**src/rtl/padd_pkg.sv**
```systemverilog
// Shared types and default sizing for the pipelined-adder scheduler.
package padd_pkg;

  localparam int unsigned DEF_WIDTH   = 32;
  localparam int unsigned DEF_LATENCY = 4;

  typedef enum logic [1:0] {
    IDLE,
    ISSUE,
    DRAIN
  } sched_state_t;

  typedef struct packed {
    logic valid;
    logic id;
  } tag_t;

endpackage

```
**src/rtl/padd_sched_if.sv**
```systemverilog
// Requester/response bus for padd_sched: two requesters in, one result bus out.
interface padd_sched_if import padd_pkg::*; #(
  parameter int unsigned WIDTH = DEF_WIDTH
);

  logic             Valid0, Valid1;
  logic             Ready0, Ready1;
  logic [WIDTH-1:0] A0, B0, A1, B1;
  logic             CI0, CI1;
  logic             RspValid;
  logic             RspId;
  logic [WIDTH-1:0] RspS;
  logic             RspCO;

  modport master (
    output Valid0, Valid1, A0, B0, CI0, A1, B1, CI1,
    input  Ready0, Ready1, RspValid, RspId, RspS, RspCO
  );

  modport slave (
    input  Valid0, Valid1, A0, B0, CI0, A1, B1, CI1,
    output Ready0, Ready1, RspValid, RspId, RspS, RspCO
  );

endinterface

```
**src/rtl/padd_rr_arb.sv**
```systemverilog
// Two-way round-robin arbiter: combinational grant, registered priority pointer.
module padd_rr_arb (
  input  logic Clock,
  input  logic Reset,
  input  logic en,
  input  logic req0,
  input  logic req1,
  output logic gnt0,
  output logic gnt1
);

  // ptr names the requester that wins when both request
  logic ptr;

  always_comb begin
    gnt0 = '0;
    gnt1 = '0;
    if (en) begin
      if (req0 && (!req1 || !ptr)) gnt0 = '1;
      else if (req1)               gnt1 = '1;
    end
  end

  always_ff @(posedge Clock or posedge Reset) begin
    if (Reset)     ptr <= '0;
    else if (gnt0) ptr <= '1;
    else if (gnt1) ptr <= '0;
  end

endmodule

```
**src/rtl/padd_sched.sv**
```systemverilog
// Schedules two requesters onto one shared pipelined adder and returns tagged results.
// Optional PADD_SCHED_STATS_EN adds per-requester issue counts and a stall counter.
module padd_sched import padd_pkg::*; #(
  parameter int unsigned WIDTH   = DEF_WIDTH,
  parameter int unsigned LATENCY = DEF_LATENCY
) (
  input  logic                            Clock,
  input  logic                            Reset,
  padd_sched_if.slave                     bus,
  output logic [WIDTH-1:0]                AddA,
  output logic [WIDTH-1:0]                AddB,
  output logic                            AddCI,
  input  logic [WIDTH-1:0]                AddS,
  input  logic                            AddCO,
  input  logic                            Drain,
  output logic                            DrainDone,
  output logic [$clog2(LATENCY+2)-1:0]    InFlight
`ifdef PADD_SCHED_STATS_EN
  ,
  output logic [31:0]                     IssueCnt0,
  output logic [31:0]                     IssueCnt1,
  output logic [31:0]                     StallCnt
`endif
);

  localparam int unsigned IFW = $clog2(LATENCY+2);

  sched_state_t          state, next_state;
  logic                  issue_en, gnt0, gnt1, accept;
  tag_t [LATENCY:0]      tag_q;
  tag_t                  rsp_tag;

  // Drain gates grants in the same cycle it appears, before the state catches up
  assign issue_en = (state != DRAIN) && !Drain && !Reset;

  padd_rr_arb u_arb (
    .Clock (Clock),
    .Reset (Reset),
    .en    (issue_en),
    .req0  (bus.Valid0),
    .req1  (bus.Valid1),
    .gnt0  (gnt0),
    .gnt1  (gnt1)
  );

  assign bus.Ready0 = gnt0;
  assign bus.Ready1 = gnt1;
  assign accept     = gnt0 | gnt1;
  assign rsp_tag    = tag_q[LATENCY];
  assign DrainDone  = (state == DRAIN) && (InFlight == '0);

  always_ff @(posedge Clock or posedge Reset) begin
    if (Reset) state <= IDLE;
    else       state <= next_state;
  end

  always_comb begin
    next_state = state;
    if (Drain) begin
      next_state = DRAIN;
    end else begin
      unique case (state)
        IDLE:    if (bus.Valid0 || bus.Valid1) next_state = ISSUE;
        ISSUE:   if (!bus.Valid0 && !bus.Valid1 && InFlight == '0) next_state = IDLE;
        DRAIN:   next_state = IDLE;
        default: next_state = IDLE;
      endcase
    end
  end

  always_ff @(posedge Clock or posedge Reset) begin
    if (Reset) begin
      AddA  <= '0;
      AddB  <= '0;
      AddCI <= '0;
    end else if (accept) begin
      AddA  <= gnt1 ? bus.A1  : bus.A0;
      AddB  <= gnt1 ? bus.B1  : bus.B0;
      AddCI <= gnt1 ? bus.CI1 : bus.CI0;
    end
  end

  // The last tag stage lines up with the adder output one edge after it settles
  always_ff @(posedge Clock or posedge Reset) begin
    if (Reset) tag_q <= '0;
    else       tag_q <= {tag_q[LATENCY-1:0], tag_t'{valid: accept, id: gnt1}};
  end

  always_ff @(posedge Clock or posedge Reset) begin
    if (Reset) begin
      bus.RspValid <= '0;
      bus.RspId    <= '0;
      bus.RspS     <= '0;
      bus.RspCO    <= '0;
    end else begin
      bus.RspValid <= rsp_tag.valid;
      if (rsp_tag.valid) begin
        bus.RspId <= rsp_tag.id;
        bus.RspS  <= AddS;
        bus.RspCO <= AddCO;
      end
    end
  end

  always_ff @(posedge Clock or posedge Reset) begin
    if (Reset) begin
      InFlight <= '0;
    end else begin
      unique case ({accept, rsp_tag.valid})
        2'b10:   InFlight <= InFlight + IFW'(1);
        2'b01:   InFlight <= InFlight - IFW'(1);
        default: InFlight <= InFlight;
      endcase
    end
  end

`ifdef PADD_SCHED_STATS_EN
  logic stall0, stall1;
  assign stall0 = bus.Valid0 & ~gnt0;
  assign stall1 = bus.Valid1 & ~gnt1;

  always_ff @(posedge Clock or posedge Reset) begin
    if (Reset) begin
      IssueCnt0 <= '0;
      IssueCnt1 <= '0;
      StallCnt  <= '0;
    end else begin
      if (gnt0) IssueCnt0 <= IssueCnt0 + 32'd1;
      if (gnt1) IssueCnt1 <= IssueCnt1 + 32'd1;
      StallCnt <= StallCnt + 32'(stall0) + 32'(stall1);
    end
  end
`endif

endmodule
```
**src/flat_wrapper.sv**
```systemverilog
// flat-port wrapper written by rule: the top's interface ports become plain ports
module padd_sched_flat import padd_pkg::*;
#(
  parameter int unsigned WIDTH   = DEF_WIDTH,
  parameter int unsigned LATENCY = DEF_LATENCY
)
  (Clock, Reset, AddA, AddB, AddCI, AddS, AddCO, Drain, DrainDone, InFlight, bus_Valid0, bus_Valid1, bus_A0, bus_B0, bus_CI0, bus_A1, bus_B1, bus_CI1, bus_Ready0, bus_Ready1, bus_RspValid, bus_RspId, bus_RspS, bus_RspCO);
  padd_sched_if #(.WIDTH(WIDTH)) bus_i ();
  input  logic Clock;
  input  logic Reset;
  output logic [WIDTH-1:0] AddA;
  output logic [WIDTH-1:0] AddB;
  output logic AddCI;
  input  logic [WIDTH-1:0] AddS;
  input  logic AddCO;
  input  logic Drain;
  output logic DrainDone;
  output logic [$clog2(LATENCY+2)-1:0] InFlight;
  input wire logic [$bits(bus_i.Valid0)-1:0] bus_Valid0;
  input wire logic [$bits(bus_i.Valid1)-1:0] bus_Valid1;
  input wire logic [$bits(bus_i.A0)-1:0] bus_A0;
  input wire logic [$bits(bus_i.B0)-1:0] bus_B0;
  input wire logic [$bits(bus_i.CI0)-1:0] bus_CI0;
  input wire logic [$bits(bus_i.A1)-1:0] bus_A1;
  input wire logic [$bits(bus_i.B1)-1:0] bus_B1;
  input wire logic [$bits(bus_i.CI1)-1:0] bus_CI1;
  output wire logic [$bits(bus_i.Ready0)-1:0] bus_Ready0;
  output wire logic [$bits(bus_i.Ready1)-1:0] bus_Ready1;
  output wire logic [$bits(bus_i.RspValid)-1:0] bus_RspValid;
  output wire logic [$bits(bus_i.RspId)-1:0] bus_RspId;
  output wire logic [$bits(bus_i.RspS)-1:0] bus_RspS;
  output wire logic [$bits(bus_i.RspCO)-1:0] bus_RspCO;
  assign bus_i.Valid0 = bus_Valid0;
  assign bus_i.Valid1 = bus_Valid1;
  assign bus_i.A0 = bus_A0;
  assign bus_i.B0 = bus_B0;
  assign bus_i.CI0 = bus_CI0;
  assign bus_i.A1 = bus_A1;
  assign bus_i.B1 = bus_B1;
  assign bus_i.CI1 = bus_CI1;
  assign bus_Ready0 = bus_i.Ready0;
  assign bus_Ready1 = bus_i.Ready1;
  assign bus_RspValid = bus_i.RspValid;
  assign bus_RspId = bus_i.RspId;
  assign bus_RspS = bus_i.RspS;
  assign bus_RspCO = bus_i.RspCO;
  padd_sched #(.WIDTH(WIDTH), .LATENCY(LATENCY)) u_core (.Clock(Clock), .Reset(Reset), .bus(bus_i), .AddA(AddA), .AddB(AddB), .AddCI(AddCI), .AddS(AddS), .AddCO(AddCO), .Drain(Drain), .DrainDone(DrainDone), .InFlight(InFlight));
endmodule
```
**config.mk**
```make
export PLATFORM = sky130hd
export DESIGN_NAME = padd_sched_flat
export DESIGN_NICKNAME = d
export VERILOG_FILES = /design/src/rtl/padd_pkg.sv /design/src/rtl/padd_sched_if.sv /design/src/rtl/padd_rr_arb.sv /design/src/rtl/padd_sched.sv /design/src/flat_wrapper.sv
export SDC_FILE = /design/constraint.sdc
export NUM_CORES = 1
export LEC_CHECK = 0
export CORE_ASPECT_RATIO = 2
export CORE_MARGIN = 4
export CORE_UTILIZATION = 46
export CTS_BUF_LIST = sky130_fd_sc_hd__clkbuf_16
export DETAILED_ROUTE_END_ITERATION = 12
export GPL_ROUTABILITY_DRIVEN = 0
export PLACE_DENSITY = 0.84
export SYNTH_ARGS = -nofsm -noshare
export SYNTH_HDL_FRONTEND = slang
export SYNTH_SLANG_ARGS = --single-unit
```
**constraint.sdc**
```tcl
create_clock -name Clock -period 9.44 [get_ports Clock]
set_clock_uncertainty 0.05 [all_clocks]
set_input_delay 2.36 -clock Clock [delete_from_list [all_inputs] [get_ports Clock]]
set_output_delay 2.36 -clock Clock [all_outputs]
set_load 0.01 [all_outputs]
```
* After elaboration in Yosys (flattened, before gate mapping)
Index checks and enable logic that the tools add are counted.
Word-level totals: latch bits 0, flip-flop bits (word level) 116, RAM bits 0, memory bits (read-only) 0, bits of input ports 168, output and inout bits 106, memories 0
Operators by class: order comparisons 0, shift operators 0, add/subtract/negate cells 2, divide/modulo/power cells 0, mux-type cells 15, eq/ne operators 7, bitwise gates (word level) 1, reductions and logical operators 18, multipliers 0
Operators by type and width (number):
- $mux W32 | 2
- $mux W1 | 8
- $logic_and A1 B1 Y1 | 6
- $mux W2 | 3
- $ne A3 B2 Y1 const B | 2
- $pmux W3 S2 | 1
- $logic_not A1 Y1 | 5
- $eq A2 B1 Y1 const B | 2
- $eq A2 B2 Y1 const B | 2
- $pmux W2 S2 | 1
- $reduce_bool A2 Y1 | 2
- $add A3 B1 Y3 const B | 1
- $logic_not A3 Y1 | 1
- $sub A3 B1 Y3 const B | 1
- $logic_not A2 Y1 | 1
- $logic_or A1 B1 Y1 | 2
- $ne A2 B2 Y1 const B | 1
- $reduce_and A2 Y1 | 1
- $or A1 B1 Y1 | 1

* Longest topological paths before layout
Gate-level depths: netlist (run 1).
depth after elaboration 8, depth in mapped cells 11, depth with buffers taken out 8

* Hierarchy
From an unflattened synthesis (run 1), not the netlist that was laid out.
Second synthesis, totals: cells, all modules 399, area, all modules 4914.7 um^2
Modules (own cells, without submodules):
- padd_sched | area each 4849.7 um^2, instances 1, cells each 390, seq. area each 2877.8 um^2
- padd_rr_arb | area each 65.1 um^2, instances 1, cells each 9, seq. area each 25.0 um^2

* Worst setup path after synthesis (run 1)
No wires, ideal clock.
kind input-to-output, start point input port Reset, end point output port bus_Ready1, stages on the path 5, arrival time 3429 ps, path buffers 3, setup slack 3601 ps, cell sequence or2_1 -> clkbuf_1 -> clkbuf_1 -> clkbuf_1 -> nor3_1
Between the ends: cells in the longest elaborated chain, start to end 3
Ends and longest elaborated chain:
- from (decl) | RTL line flat_wrapper.sv:10 | input logic Reset;
- $logic_not A1 Y1 | RTL line padd_sched.sv:34 | assign issue_en = (state != DRAIN) && !Drain && !Reset;
- $logic_and A1 B1 Y1 | RTL line padd_sched.sv:34
- $mux W1 | RTL line padd_rr_arb.sv:18 | if (en) begin
- to (decl) | RTL line flat_wrapper.sv:28 | output wire logic [$bits(bus_i.Ready1)-1:0] bus_Ready1;
Every way passes these cells.

* Worst setup path after layout (run 1)
start point input port bus_Valid0, end point output port bus_Ready1
Between the ends: cells in the longest elaborated chain, start to end 3
Ends and longest elaborated chain:
- from (decl) | RTL line flat_wrapper.sv:19 | input wire logic [$bits(bus_i.Valid0)-1:0] bus_Valid0;
- $logic_and A1 B1 Y1 | RTL line padd_rr_arb.sv:19 | if (req0 && (!req1 || !ptr)) gnt0 = '1;
- $mux W1 | RTL line padd_rr_arb.sv:19
- $mux W1 | RTL line padd_rr_arb.sv:18
Every way passes these cells.

==> results summary, run 1 <==
The flow ran to the end, and the final reports show no timing, DRC or antenna violations. The critical path required time is ~7000 ps. The multiplexer share of the synthesized area is between 6 and 7%. The transition time at the pin with the least slew margin is ~1200 ps. The proportion of synthesized chip area in sequential cells came out at between 40% and 50%. The post-synthesis instance area came out at around 6100 µm². The number of standard cells in the final layout excluding fillers came out at ~900. The global-route wire length before repair is between 30000 and 40000 µm.

The via count of the first global-routing pass is roughly 6000. The overall power is 1.91 mW. The count of cells resized by post-cts repair came out at 0. The hold violation total from the final report is 0. The final routed wirelength across all metal layers is 20500 µm. The number of hold buffers added after CTS is 0.

The synthesized netlist devotes less than 1% of its cell area to adder and majority cells. The fraction of layout instances using a drive strength above 1 is between 10% and 20%. Global routing finished with a remaining overflow of 0. Entering global routing, the biggest net connects approximately 130 pins. Across the run, the number of max-cap violations was 0. The average vias per placed instance is 6.27.

The register clock-pin slew on the reported worst setup and hold paths came out at ~60 ps. The fraction of synthesized cell area in xor and xnor cells is less than 1%. The total clock buffers created by CTS is 17. The number of remaining DRC errors is 0. The total number of vias is between 5000 and 6000. The compound-cell area share of the yosys netlist came out at 28.5%. The setup path with the least slack is of type primary input to primary output.

Detailed placement ended at an HPWL of around 14000 µm. The path class of the tightest hold or removal check is flip-flop to flip-flop. The worst setup path is captured at a primary output.

STA classifies the critical path startpoint as a primary input. The all-layer global routing usage came out at a little over a quarter. The floorplan step defined a core boundary enclosing roughly 13000 µm². The initial detailed-routing violation count came out at about 390. The count of input and output buffers is 273. The shortest period the worst path allows came out at approximately 7200 ps. The gate count after technology mapping is approximately 520. The area growth from synthesis to layout came out at 54.3%. The count of nets left with antenna violations once routing finished came out at 0. The clock insertion delay at the later pin of the skew report is around 400 ps.

The leakage component of the power came out at 3.86 nW. Setup repair after global routing left no endpoint under its margin. The register bit count reported by yosys came out at roughly 120. Setup violations remaining at the end of the flow were counted as 0. The post-synth net total came out at about 690. The maximum count of clock buffers along a single path is 2. In this run the clock root is driven by a clkbuf_16. The count of distinct cell types in the synthesized netlist came out at 28. The vertical die dimension is 170 µm. The worst slew slack as a fraction of its limit came out at 17.5%. The placement row count is 59.

The arrival time of the worst setup path came out at 4750 ps. The number of cells in the design after placement is ~870. The final count of pins violating max slew came out at 0. The repair_antennas step left the layout with diodes totalling 0. Setup total negative slack on the finished layout was measured at 0 ps.

Power spread over the standard cell area amounts to between 200 and 250 nW/µm². VDD sags by at most approximately 220 µV. The layout net count is around 910. The initial antenna violation count came out at 0. Each instance of the synthesized netlist takes up on average 11.7 µm². The simple-gate share of the synthesized area came out at between 10% and 20%. The largest fanout of any net on the critical path came out at 131.

The TritonCTS clock tree is built. Timing would allow up to between 0.1 and 0.15 GHz. The number of detailed-route iterations in the first pass is 7.

After synthesis, the largest family of logic cells by area is compound AO/OA/AOI/OAI gates. The number of H-tree branching levels came out at 4. The fill cell instance count of the final layout came out at between 800 and 900. The die extent in x is between 80 and 90 µm. After detailed routing, the average wire length per cell comes to between 20 and 25 µm.

Across all hold checks on the routed design, the worst slack comes to a little under 300 ps. The die area came out at roughly 15000 µm². The number of clock sinks came out at approximately 120. After clock tree synthesis, the setup repair step added 0 buffers. For this run, the number of Yosys warnings is 0.

The number of primary I/O pins is roughly 270. The final clock period utilization by the worst path is between 70 and 80%. Once the floorplan was initialized, standard cells occupied 46.7% of the core.
layout make-up:
cell class / count / area (µm²) / share of cell area, %
repair buffers: 281 / 2790 / 29.8
inverters: 5 / 21.3 / 0.227
clock buffers: 17 / 425 / 4.54
well taps: 152 / 190 / 2.03
flip-flops and latches: 116 / 2900 / 31.0
clock inverters: 15 / 179 / 1.91
multi-input cells: 317 / 2850 / 30.5
report_power, final:
group	internal, mW	total, mW	switching [mW]	leakage [nW]
Sequential	0.597	0.665	0.0675	1.45
Combinational	0.328	0.587	0.259	2.12
Clock	0.400	0.658	0.258	0.292
through the flow:
step / util, % / setup WS (ps) / area (µm²)
floorplan: - / 3600 / 6070
global placement: 67.4 / 2370 / 8760
detailed placement: 67.4 / 2240 / 8760
CTS: 72.0 / 2220 / 9360
global route: 72.0 / 2120 / 9360
finish: 72.0 / 2280 / 9360
layer usage:
layer  GRT usage [%]  wire length [µm]  vias to the layer above
met5               0                 0                        -
met2            44.6             10800                      329
met4            17.4              1300                        0
met3            5.23              1540                       76
li1                -                 -                     2524
met1            30.1              6860                     2737
flip-flops by register name (all words and copies together) (netlist names):
signal               count
u_core.AddA             32
u_core.AddB             32
u_core.AddCI             1
u_core.InFlight          3
u_core.bus.RspCO         1
u_core.bus.RspId         1
u_core.bus.RspS         32
u_core.bus.RspValid      1
u_core.rsp_tag           2
u_core.state             2
u_core.tag_q             8
u_core.u_arb.ptr         1
cell families after synthesis:
family | count (synthesis)
adder cells (fa/ha/maj) | 2
XOR/XNOR | 3
AND/OR/NAND/NOR | 77
multiplexers | 35
AO/OA/AOI/OAI | 200
buffers and inverters | 84
flip-flops | 116
final timing paths:
path,start,end,slack [ps],depth (start not counted)
worst max-delay path,bus_Valid0,bus_Ready1,2280,5
worst min-delay path,u_core.tag_q[3]$_DFF_PP0_,u_core.tag_q[5]$_DFF_PP0_,290,0
worst max register to register,u_core.state[1]$_DFFE_PP0P_,u_core.InFlight[2]$_DFFE_PP0P_,6020,9
worst min register to register,u_core.tag_q[3]$_DFF_PP0_,u_core.tag_q[5]$_DFF_PP0_,290,0
max in group asynchronous,Reset,u_core.bus.RspS[20]$_DFFE_PP0P_,5570,3
min in group asynchronous,Reset,u_core.u_arb.ptr$_DFFE_PP0P_,2420,2
layout by cell type, fill, tap and decap left out, types with 3 or more instances in the layout:
master,n
inv_8,3
o31ai_1,101
dfrtp_1,116
and3b_1,65
mux2_2,34
inv_1,4
clkdlybuf4s50_1,272
buf_4,9
a41oi_1,66
o31ai_2,30
clkbuf_16,17
inv_6,7
Yosys cell counts (all sizes together):
master | number | area, µm²
a211oi | 1 | 7.51
nor4 | 1 | 6.26
nor2b | 1 | 6.26
o31ai | 131 | 1130
a21oi | 1 | 5.00
ha | 1 | 12.5
nor3 | 1 | 5.00
dfrtp | 116 | 2900
clkbuf | 66 | 248
a41oi | 66 | 578
inv | 5 | 18.8
nand2 | 1 | 3.75
buf | 13 | 83.8
mux2i | 1 | 10.0
xor2 | 2 | 17.5
mux2 | 34 | 383
fa | 1 | 20.0
nand2b | 2 | 12.5
nor2 | 3 | 11.3
a31oi | 1 | 6.26
and3b | 65 | 569
nand3 | 1 | 5.00
or3 | 1 | 6.26
xnor2 | 1 | 8.76
or2 | 1 | 6.26
worst max-delay path: stages:
cell	delay, ps
clkdlybuf4s50_1	540
nand2b_4	870
nand2_1	110
nor3_1	250
clkdlybuf4s50_1	600
Power figures use the tool's default switching activity.
==> run 2, diff against run 1 <==
- CORE_UTILIZATION: 46 -> 42
- PLACE_DENSITY: 0.84 -> 0.78
- clock period: 9.44 -> 7.15 ns (I/O delays scaled with it)
==> run 2 against run 1 <==
  * Non-clock buffer count up 2
  * Register-to-register slack lost 1600 ps
  * Wire length rose by 2.9%
  * Core utilization fell by 5.1 points
  * Sequential share of layout area fell by 0.12 points
  * Via count barely moved
  * Cell count rose by 4.3%
  * Clock power is 26% higher
  * Highest routed layer unchanged
  * Largest cell class unchanged
  * Power increased by 30%
  * Critical path depth unchanged
  * Critical endpoint unchanged
  * Setup slack got worse by 640 ps
==> results summary, run 2 (synthesized netlist as in run 1, its figures left out) <==
TritonCTS built the clock tree. For flop-to-flop paths, the worst setup slack is between 4000 and 5000 ps. The first global-routing pass estimated about 32000 µm of wire.

The layout net count is a little over 900. The critical path is of the primary input to primary output type. The placement row count came out at just over 60.

The number of hold buffers added after CTS was 0. The number of primary I/O pins is 274. The flow ran to the end, and the final reports show no timing, DRC or antenna violations.

The initial antenna violation count is 0. The shortest period the worst path allows came out at approximately 5500 ps. The largest fanout of any net on the critical path is 58. STA classifies the critical path startpoint as a primary input. The number of remaining DRC errors is 0.

The critical path required time is 5310 ps. The upper clock frequency limit is between 0.15 and 0.2 GHz. The clock insertion delay at the later pin of the skew report came out at 400 ps. The area of the core came out at around 14000 µm². At the end of the flow the core is filled with cells to 66.9%. The die area is approximately 17000 µm².

The worst setup path is captured at a primary output. After clock tree synthesis, the clock-pin slew on the worst setup and hold paths is 50 ps. The path class of the tightest hold or removal check is flip-flop to flip-flop. The highest ir drop seen on vdd came out at 145 µV.

The final count of pins violating max slew came out at 0. The leakage component of the power is between 3 and 4 nW. The initial detailed-routing violation count came out at 322.

The leading cell type in the layout, fill and taps excluded is clkdlybuf4s50_1. The number of H-tree branching levels is 4. The final routed wirelength across all metal layers is 21100 µm. The average wire per standard cell came out at between 20 and 25 µm.

The die extent in x is between 90 and 100 µm. The all-layer global routing usage is roughly a quarter. Counting the buffers created by CTS gives 17. The count of nets left with antenna violations once routing finished came out at 0. The detailed placement HPWL came out at 14100 µm. The count of input and output buffers came out at about 270. The number of detailed-route iterations in the first pass is 5. Counting along the longest clock path gives a buffer depth of 2. The repair_antennas step left the layout with diodes totalling 0.

The initial utilization of the core area, before any placement, comes to approximately 43%. After detailed routing, the number of vias per cell comes to ~6. The final clock period utilization by the worst path came out at around 77%. The number of clock sinks is approximately 120. The hold violation total from the final report came out at 0. The via count of the first global-routing pass came out at roughly 6000. CTS placed an instance of clkbuf_16 at the clock tree root. The transition time at the pin with the least slew margin is 970 ps. The setup-violating endpoint count in the final report is 0.

Setup repair after global routing left no endpoint under its margin. In the final layout, the share of cells above drive strength 1 is between 10% and 20%. The worst slew slack as a fraction of its limit came out at between 30% and 40%.

The area growth from synthesis to layout came out at 54.9%. The vertical die dimension came out at roughly 180 µm. The total number of vias is approximately 5700. The largest registers in the layout are u_core.AddA: 32 flops, u_core.AddB: 32 flops, u_core.bus.RspS: 32 flops. The count of cells resized by post-cts repair is 0. The pin count of the biggest net entering global routing came out at between 100 and 150. The total power divided by cell area is 264 nW/µm². The count of maximum capacitance violations came out at 0. The arrival time of the worst setup path came out at roughly 3700 ps.

The count of buffers added by post-CTS timing repair for setup came out at 0. The total congestion overflow is 0. The library cells used most frequently in the layout, excluding fill and tap cells, are 272 x clkdlybuf4s50_1, 116 x dfrtp_1, 101 x o31ai_1. Setup total negative slack on the finished layout was measured at 0 ps.
-- run 2: routing by layer --
metal,global-route usage [%],part of all wire [%],up-vias
li1,-,-,2526
met3,4.98,5.9,59
met2,45.4,55,278
met1,26.9,35,2802
met4,13.3,4.9,0
met5,0,0,-
-- run 2: worst max-delay path, cell delays in order --
cell and delay (ps):
clkdlybuf4s50_1 540, nand2b_4 460, nand2_1 100, nor3_1 190
clkdlybuf4s50_1 590
-- run 2: final timing paths --
kind	startpoint	to	cells after the start
worst max register to register	u_core.state[1]$_DFFE_PP0P_	u_core.InFlight[2]$_DFFE_PP0P_	9
max in group asynchronous	Reset	u_core.InFlight[2]$_DFFE_PP0P_	3
worst max-delay path	bus_Valid0	bus_Ready1	5
worst min register to register	u_core.tag_q[5]$_DFF_PP0_	u_core.tag_q[7]$_DFF_PP0_	0
worst min-delay path	u_core.tag_q[5]$_DFF_PP0_	u_core.tag_q[7]$_DFF_PP0_	0
min in group asynchronous	Reset	u_core.AddA[11]$_DFFE_PP0P_	2
-- run 2: metrics by stage --
step / worst slack [ps] / instance area, µm² / hold WS [ps] / total power, mW / instances
after floorplan: 2240 / 6070 / 281 / 1.22 / 517
after global placement: 1620 / 8810 / 284 / 1.64 / 910
after detailed placement: 1630 / 8810 / 287 / 1.66 / 910
after CTS: 1630 / 9400 / 299 / 2.50 / 942
after global routing: 1520 / 9400 / 307 / 2.60 / 942
final: 1640 / 9400 / 298 / 2.48 / 942
-- run 2: power by group --
| part | internal, mW | switching (mW) |
|---|---|---|
| registers | 0.789 | 0.0854 |
| logic | 0.435 | 0.346 |
| clock network | 0.514 | 0.313 |
-- run 2: cell type report --
type	count	area, µm²
multi-input cells	317	2850
flip-flops and latches	116	2900
fillers	1137	4650
well taps	189	236
inverters	5	21.3
clock buffers	17	425
clock inverters	15	158
repair buffers	283	2810
==> run 3, diff against run 2 <==
- clock period: 7.15 -> 5.3 ns (I/O delays scaled with it)
==> run 3 against run 2 <==
  * Via count rose by 0.39%
  * Global-route usage rose by 0.18 points
  * Non-clock buffer count grew 2
  * Wire length down 0.44%
  * Setup slack worse by 770 ps
  * Sequential cell count is the same
  * Cell count increased by 0.42%
  * First-iteration DRC count fell by 15%
  * Design area rose by 0.32%
  * Hold slack got worse by 6.1 ps
  * Combinational power up 36%
  * Critical endpoint unchanged
==> results summary, run 3 (synthesized netlist as in run 1, its figures left out) <==
The count of maximum capacitance violations came out at 0. The count of input and output buffers is between 200 and 300. The hold violation total from the final report came out at 0. The switching share of power came out at between 20% and 30%.

Entering global routing, the biggest net connects 75 pins. The net count of the finished layout is about 910. The die extent in x came out at between 90 and 100 µm. The clock network fraction of design power came out at between 30% and 40%.

The largest registers in the layout are u_core.AddA: 32 flops, u_core.AddB: 32 flops, u_core.bus.RspS: 32 flops. The shortest period the worst path allows came out at about 4400 ps. In the global route stage, overall resource usage came out at 25.2%. The total overflow left after global routing is 0. The category of the critical setup timing path is primary input to primary output. Setup repair after global routing left no endpoint under its margin. The run finished with clean final reports.

The number of clock buffers added by TritonCTS is 17. The placement row count came out at 61. The final clock period utilization by the worst path came out at 83.5%. Before CTS, the worst setup slack after placement is between 800 and 900 ps.

The capture instance of the worst register-to-register path is u_core.AddB[25]$_DFFE_PP0P_. The worst hold path cell count is 0. The cell that appears most often on the critical path is clkdlybuf4s50_1. The clock insertion delay at the later pin of the skew report is between 400 and 500 ps.

The transition time at the pin with the least slew margin is roughly 900 ps. The largest fanout of any net on the critical path is 3. Leaving out fill and tap cells, the most frequent cell in the layout is clkdlybuf4s50_1. The final count of pins violating max slew came out at 0. The number of primary I/O pins came out at 274. The worst setup path startpoint is Reset. The die area is 16500 µm². The tree is rooted in a clkbuf_16.

The startpoint of the most critical register-to-register path is u_core.state[1]$_DFFE_PP0P_. The number of H-tree branching levels is 4. The type of origin of the critical path is a primary input.

The vertical die dimension came out at about 180 µm. In this run the power spent charging and discharging nets is 1.00 mW. TritonCTS built the clock tree. Relative to the synthesized area, the layout overhead comes to 55.4%. The internal power contribution came out at 2.35 mW.

After clock tree synthesis, the repair step resized 0 gates. The smallest setup slack after layout is around 870 ps. The average vias per placed instance came out at 6.01.

The slowest cell on the critical path is clkdlybuf4s50_1. The upper clock frequency limit is roughly 0.23 GHz. The final routed wirelength across all metal layers came out at 21000 µm. In this design, the stage delay of the slowest critical-path cell is between 500 and 600 ps. For flop-to-flop paths, the worst setup slack is ~2600 ps. Buffers inserted to repair hold after CTS numbered 0. The worst slew slack as a fraction of its limit came out at between 30% and 40%.

The sequential fraction of design power came out at 35.1%. The cell depth of the worst flop-to-flop path is 5. The leakage component of the power came out at just under 4 nW. After the first detailed-routing iteration, the DRC count stood at 273. The arrival time of the worst setup path is 3050 ps.

The register clock-pin slew on the reported worst setup and hold paths is around 60 ps. The via count of the first global-routing pass is roughly 6000. For hold timing, the worst endpoint is u_core.tag_q[6]$_DFF_PP0_. The detail route stage leaves a number of antenna-violating nets equal to 0. The average wire per standard cell came out at between 20 and 25 µm. The total number of vias is 5687. The effective utilization at floorplan is between 40% and 50%. Cells with a size suffix above 1 make up approximately 15% of the layout. The total power divided by cell area came out at between 300 and 400 nW/µm². The number of remaining DRC errors is 0. After floorplanning, the core was sized to cover approximately 14000 µm². In the layout the commonest cells are 272 x clkdlybuf4s50_1, 116 x dfrtp_1, 101 x o31ai_1. The min-delay analysis places its worst path in the category flip-flop to flip-flop.

The count of buffers added by post-CTS timing repair for setup is 0. The initial antenna violation count is 1. The maximum count of clock buffers along a single path is 2. The endpoint class of the critical path is a primary output.

The detailed placement HPWL is ~14000 µm. The critical path required time is around 4000 ps. The startpoint of the lowest-slack hold path is u_core.tag_q[4]$_DFF_PP0_.

The global-route wire length before repair came out at around 32000 µm. The highest ir drop seen on vdd came out at about 230 µV. The share of power burned in combinational logic is between 30% and 40%. The number of detailed-route iterations in the first pass is 5.

The setup TNS is 0 ps. The setup-violating endpoint count in the final report is 0. Walking the worst path, the cells encountered are clkdlybuf4s50_1 > or2_2 > nor3_1 > clkdlybuf4s50_1. CTS saw between 100 and 150 sinks.
[run 3: cell count changes in the layout (fill, tap and decap cells not counted)]
| cell | before | now |
|---|---|---|
| inv_6 | 2 | 3 |
| clkinv_4 | 5 | 2 |
| clkinvlp_4 | 3 | 5 |
| diode_2 | 0 | 2 |
| buf_12 | 0 | 1 |
| buf_4 | 11 | 12 |
[run 3: cell type report]
class / instances / area, µm²
Fill cell: 1111 / 4620
Sequential cell: 116 / 2900
Antenna cell: 2 / 5.00
Inverter: 5 / 21.3
Multi-Input combinational cell: 317 / 2850
Clock buffer: 17 / 425
Tap cell: 189 / 236
Clock inverter: 15 / 155
Timing Repair Buffer: 285 / 2830
[run 3: layer usage]
layer	vias to the layer above	global-route usage [%]	part of all wire, %
met5	-	0	0
met4	0	15.9	5.8
met3	73	3.59	5.4
met2	278	44.8	54
met1	2817	27.8	35
li1	2519	-	-
[run 3: worst max path at each step]
stage               slack, ps                         end  cells after the start
floorplan                 850  u_core.AddA[0]$_DFFE_PP0P_                      1
global placement          910                  bus_Ready1                      4
detailed placement        880                  bus_Ready1                      4
CTS                       870                  bus_Ready1                      4
global route              770                  bus_Ready1                      4
finish                    870                  bus_Ready1                      4
[run 3: stage by stage]
step | utilization [%] | area [µm²] | power (mW) | hold WS (ps) | std cells
after floorplan | - | 6070 | 1.64 | 281 | 517
after global placement | 63.0 | 8840 | 2.21 | 282 | 912
after detailed placement | 63.0 | 8840 | 2.25 | 287 | 912
after CTS | 67.1 | 9420 | 3.38 | 296 | 944
after global routing | 67.1 | 9420 | 3.50 | 300 | 945
final | 67.1 | 9430 | 3.35 | 291 | 946
[run 3: power by group through the flow]
stage                     sequential (mW)  combinational, mW  clock (mW)
final                                1.18               1.06        1.12
after CTS                            1.18               1.07        1.13
after global placement               1.18               1.03           0
after global routing                 1.20               1.12        1.18
after detailed placement             1.19               1.06           0
after floorplan                      1.25              0.387           0
[run 3: worst max-delay path: cells and delay by family]
kind	cells	cell delay (ps)
buffers and inverters	2	1110
AND/OR/NAND/NOR	2	610
